## config.mk

```make
export PLATFORM = sky130hd
export DESIGN_NAME = stoch_to_bin
export DESIGN_NICKNAME = d
export VERILOG_FILES = /design/src/rtl/stoch_to_bin.sv
export SDC_FILE = /design/constraint.sdc
export NUM_CORES = 1
export LEC_CHECK = 0
export BUFFER_PORTS_ARGS = -buffer_cell sky130_fd_sc_hd__buf_2
export CAP_MARGIN = 20
export CORE_UTILIZATION = 41
export CTS_BUF_LIST = sky130_fd_sc_hd__clkbuf_2 sky130_fd_sc_hd__clkbuf_4 sky130_fd_sc_hd__clkbuf_8
export DETAILED_ROUTE_END_ITERATION = 10
export GPL_TIMING_DRIVEN = 0
export PLACE_DENSITY = 0.69
export SLEW_MARGIN = 20
export SYNTH_ARGS = -nofsm -noshare
export SYNTH_HDL_FRONTEND = slang
export SYNTH_SLANG_ARGS = --single-unit
```

## constraint.sdc

```tcl
create_clock -name clk -period 2.4 [get_ports clk]
set_input_delay 0.48 -clock clk [delete_from_list [all_inputs] [get_ports clk]]
set_output_delay 0.48 -clock clk [all_outputs]
set_load 0.02 [all_outputs]
```

## src/rtl/stoch_to_bin.sv

```systemverilog
// Stochastic-to-binary converter: counts the ones of a unipolar bitstream
// over a window of 2^WIDTH clocks and presents the saturated count as a
// WIDTH-bit estimate with a one-cycle valid strobe.
module stoch_to_bin #(
   parameter int WIDTH = 8
) (
   input  logic             clk,
   input  logic             rst,
   input  logic             start,
   input  logic             cont,
   input  logic             in,
   output logic             busy,
   output logic             valid,
   output logic [WIDTH-1:0] out
);

   typedef enum logic {IDLE, COUNT} state_t;

   localparam logic [WIDTH-1:0] WIN_LAST = {WIDTH{1'b1}};

   state_t             state_q;
   logic [WIDTH-1:0]   win_q;
   logic [WIDTH:0]     ones_q;
   logic [WIDTH-1:0]   out_q;
   logic               valid_q;

   logic [WIDTH:0]     ones_d;
   logic [WIDTH-1:0]   sat_d;
   logic               last_d;

   // Running count including the current sample, and its saturated form.
   // A full window of ones (N) does not fit WIDTH bits, so clamp to all-ones.
   always_comb begin
      ones_d = ones_q + (WIDTH+1)'(in);
      sat_d  = ones_d[WIDTH] ? {WIDTH{1'b1}} : ones_d[WIDTH-1:0];
      last_d = (win_q == WIN_LAST);
   end

   // Conversion FSM; all outputs are registered.
   always_ff @(posedge clk or posedge rst) begin
      if (rst) begin
         state_q <= IDLE;
         win_q   <= '0;
         ones_q  <= '0;
         out_q   <= '0;
         valid_q <= 1'b0;
      end else begin
         valid_q <= 1'b0;
         case (state_q)
            IDLE: begin
               // in is not sampled on the accepting edge.
               if (start) begin
                  state_q <= COUNT;
                  win_q   <= '0;
                  ones_q  <= '0;
               end
            end
            COUNT: begin
               if (last_d) begin
                  out_q   <= sat_d;
                  valid_q <= 1'b1;
                  win_q   <= '0;
                  ones_q  <= '0;
                  // Continuous mode rolls straight into the next window.
                  if (!cont) state_q <= IDLE;
               end else begin
                  win_q  <= win_q + 1'b1;
                  ones_q <= ones_d;
               end
            end
            default: state_q <= IDLE;
         endcase
      end
   end

   assign busy  = (state_q == COUNT);
   assign valid = valid_q;
   assign out   = out_q;

endmodule

```

==> reports/metrics.cfg <==
[power_and_ir_drop]
leakagePower_uw=0.000727
p_switching_uw=506
p_int_uw=847
p_clk_frac=0.147
p_comb_frac=0.328
pwr-share-seq=0.525
netSwitchingFraction=0.374
ir_drop_uv=442
p_per_area_nw_per_um2=872

[timing]
tns_ps=0
skew_ps=8.11
worst_pin_slew_ps=713
slew_headroom=0.523
final_max_slew_viol_count=0
final_hold_viol_count=0
finalSetupViolCount=0
grt_setup_unrepaired=no
fin_hold_ws_ps=66.3
max_freq_mhz=533
fin_crit_sh=0.781
period_needed_ps=1880

[placed_design]
portBuffers=14
dp_hpwl_um=1830
dp.cells=200
gp_congestion=0.844

[synthesis]
yosys.area.top_type=dfrtp_1
synthAdderAreaFrac=0.0274
ys_async_sr_fraction=1.00
netlist_area_sq_um=1370
ys_top_cells_by_count=dfrtp_1 (27), nand2_1 (14), nor2_1 (12)
synth_xor_area_frac=0.0511
synth-compound-area-share=0.183
yosys_warnings=0
avgSynthCellArea_sq_um=9.66
ys_seq_area_frac=0.493
yosysMostFrequentCell=dfrtp_1
synthFlopType=dfrtp_1
synthTopCellsByArea=dfrtp_1 (49%), a21oi_2 (5.1%), nand2_1 (3.8%)
yosys-mux-area-fraction=0.00730
netlist_instances=142
synth_top_area_share=0.493
synth-simple-area-share=0.183
yosysUniqueCellTypes=31
synth_top_family_by_area=compound AO/OA/AOI/OAI gates
synth-edff-count=0
ys_ff_latch=27
synth_nets=150

[floorplan]
dieWidth_um=59.8
die_h_um=59.8
fp-row-count=20
dieArea_sq_um=3580
core-area_sq_um=3100
initial_core_util=0.442
io_pins=15

[clocking]
h-tree-depth=1
cts_buffers=3
postCtsSetupBuffers=0
clock_sinks=27
clkTransAtPathRegs_ps=150
root_buffer=clkbuf_4
clk_path_buf_depth=2
clk_latency_ps=330
post_cts_resized=0
cts_tree=built
cts.hold.buffers_added=0

[critical_path]
worst-path-max-fanout=8
worstPathArrival_ps=2140
crit_type=register to register
required_ps=2670
critPathLaunchType=register
end_kind=register

[global_routing]
grt.total_usage=0.168
grt_pass1_vias=995
grt.overflow.total=0
grt_pass1_wl_um=4410
grt_start_max_net_pins=28
antenna_found_initial=0

[layout]
areaGrowthSynthToFinish_pct=13.1
fin_nets=170
num_antenna_cells=0
drive_above_1_share=0.236
final-instance-count-excl-fill=205
post-route-util=0.500

[drt]
final_antenna_net_count=0
vias=1048
drc_errors=0
wl_um=2560
drt_iter0_drc=16
avgRoutedWirePerCell_um=12.5
drt_pre_antenna_iters=4
viasPerCell=5.11

[flow_run]
drv_cap=0

[status]
status=finished, final reports clean

[worst_hold_path]
hp-class=input pin to async pin

final timing paths:
check | start | endpoint | slack [ps] | depth (start not counted)
setup reg to reg | ones_q[0] | out[0] | 520 | 7
hold reg to reg | win_q[6] | win_q[6] | 510 | 1
hold / removal | rst | ones_q[1] | 70 | 2
setup / recovery | ones_q[0] | out[0] | 520 | 7
max in group asynchronous | rst | win_q[1] | 1940 | 3
min in group clk | start | win_q[1] | 360 | 2
through the flow:
step	total power, uW	setup WS [ps]	area [sq um]
2_1_floorplan	1060	557	1370
3_3_place_gp	1140	362	1500
3_5_place_dp	1160	331	1500
4_1_cts	1360	518	1520
5_1_grt	1470	403	1550
6_report	1350	525	1550
logic make-up (layout without fill, tap and decap cells):
kind of cell,after synthesis,in the layout
and+or+nand+nor,50,50
AOI/OAI and AO/OA,38,38
DFF,27,27
buffers and inverters,15,34
xor gates and xnor gates,8,8
adders and majority gates,3,3
muxes,1,1
placed cells by master, fill, tap and decap left out:
master,count
a41oi_1,1
nand2b_1,5
nand4_2,1
a31oi_1,8
a21oi_1,8
ha_1,3
xnor2_1,3
or2_2,1
nand4_1,1
buf_2,17
o21ai_0,10
and4_1,1
mux2i_1,1
buf_6,1
nand3_1,7
a21oi_2,8
a22oi_1,1
clkbuf_1,3
or3_1,1
a21boi_4,1
nor2_1,12
and3_1,4
inv_1,5
and3_2,1
buf_16,1
nand2_1,14
and4_2,1
buf_4,2
o22ai_1,1
clkinv_2,1
nor3_1,1
dfrtp_1,27
clkbuf_4,3
clkinv_1,1
xor2_1,5
flip-flops by register name, summed over array words and instances, names as in the netlist:
signal  flops
ones_q      9
out         8
win_q       8
busy        1
valid       1
worst max-delay path, cell delays in order (launching register included):
cell     delay [ps]
dfrtp_1         370
ha_1            170
ha_1            270
nand4_2         160
or3_1           370
and3_1          190
buf_6           150
a21oi_2         130
final cells by class:
type | instances | area, sq um
multi-input combinational | 100 | 621
sequential | 27 | 676
buffer | 9 | 52.6
clock buffer | 3 | 22.5
clock inverter | 1 | 5.00
tap | 44 | 55.1
inverter | 6 | 22.5
fill | 324 | 1550
timing repair buffer | 15 | 97.6
power by group through the flow:
stage               sequential, uW  combinational (uW)  clock [uW]
global placement               712                 423           0
detailed placement             719                 441           0
floorplan                      700                 360           0
CTS                            710                 442         210
finish                         711                 443         199
global route                   735                 504         230
layer usage:
metal,up-vias,wire length [um],global-route usage
li1,528,-,-
met1,498,1150,0.198
met2,16,1290,0.295
met3,6,84,0.0411
met4,0,38,0.0598
met5,-,0,0
(Power assumes the default switching activity.)
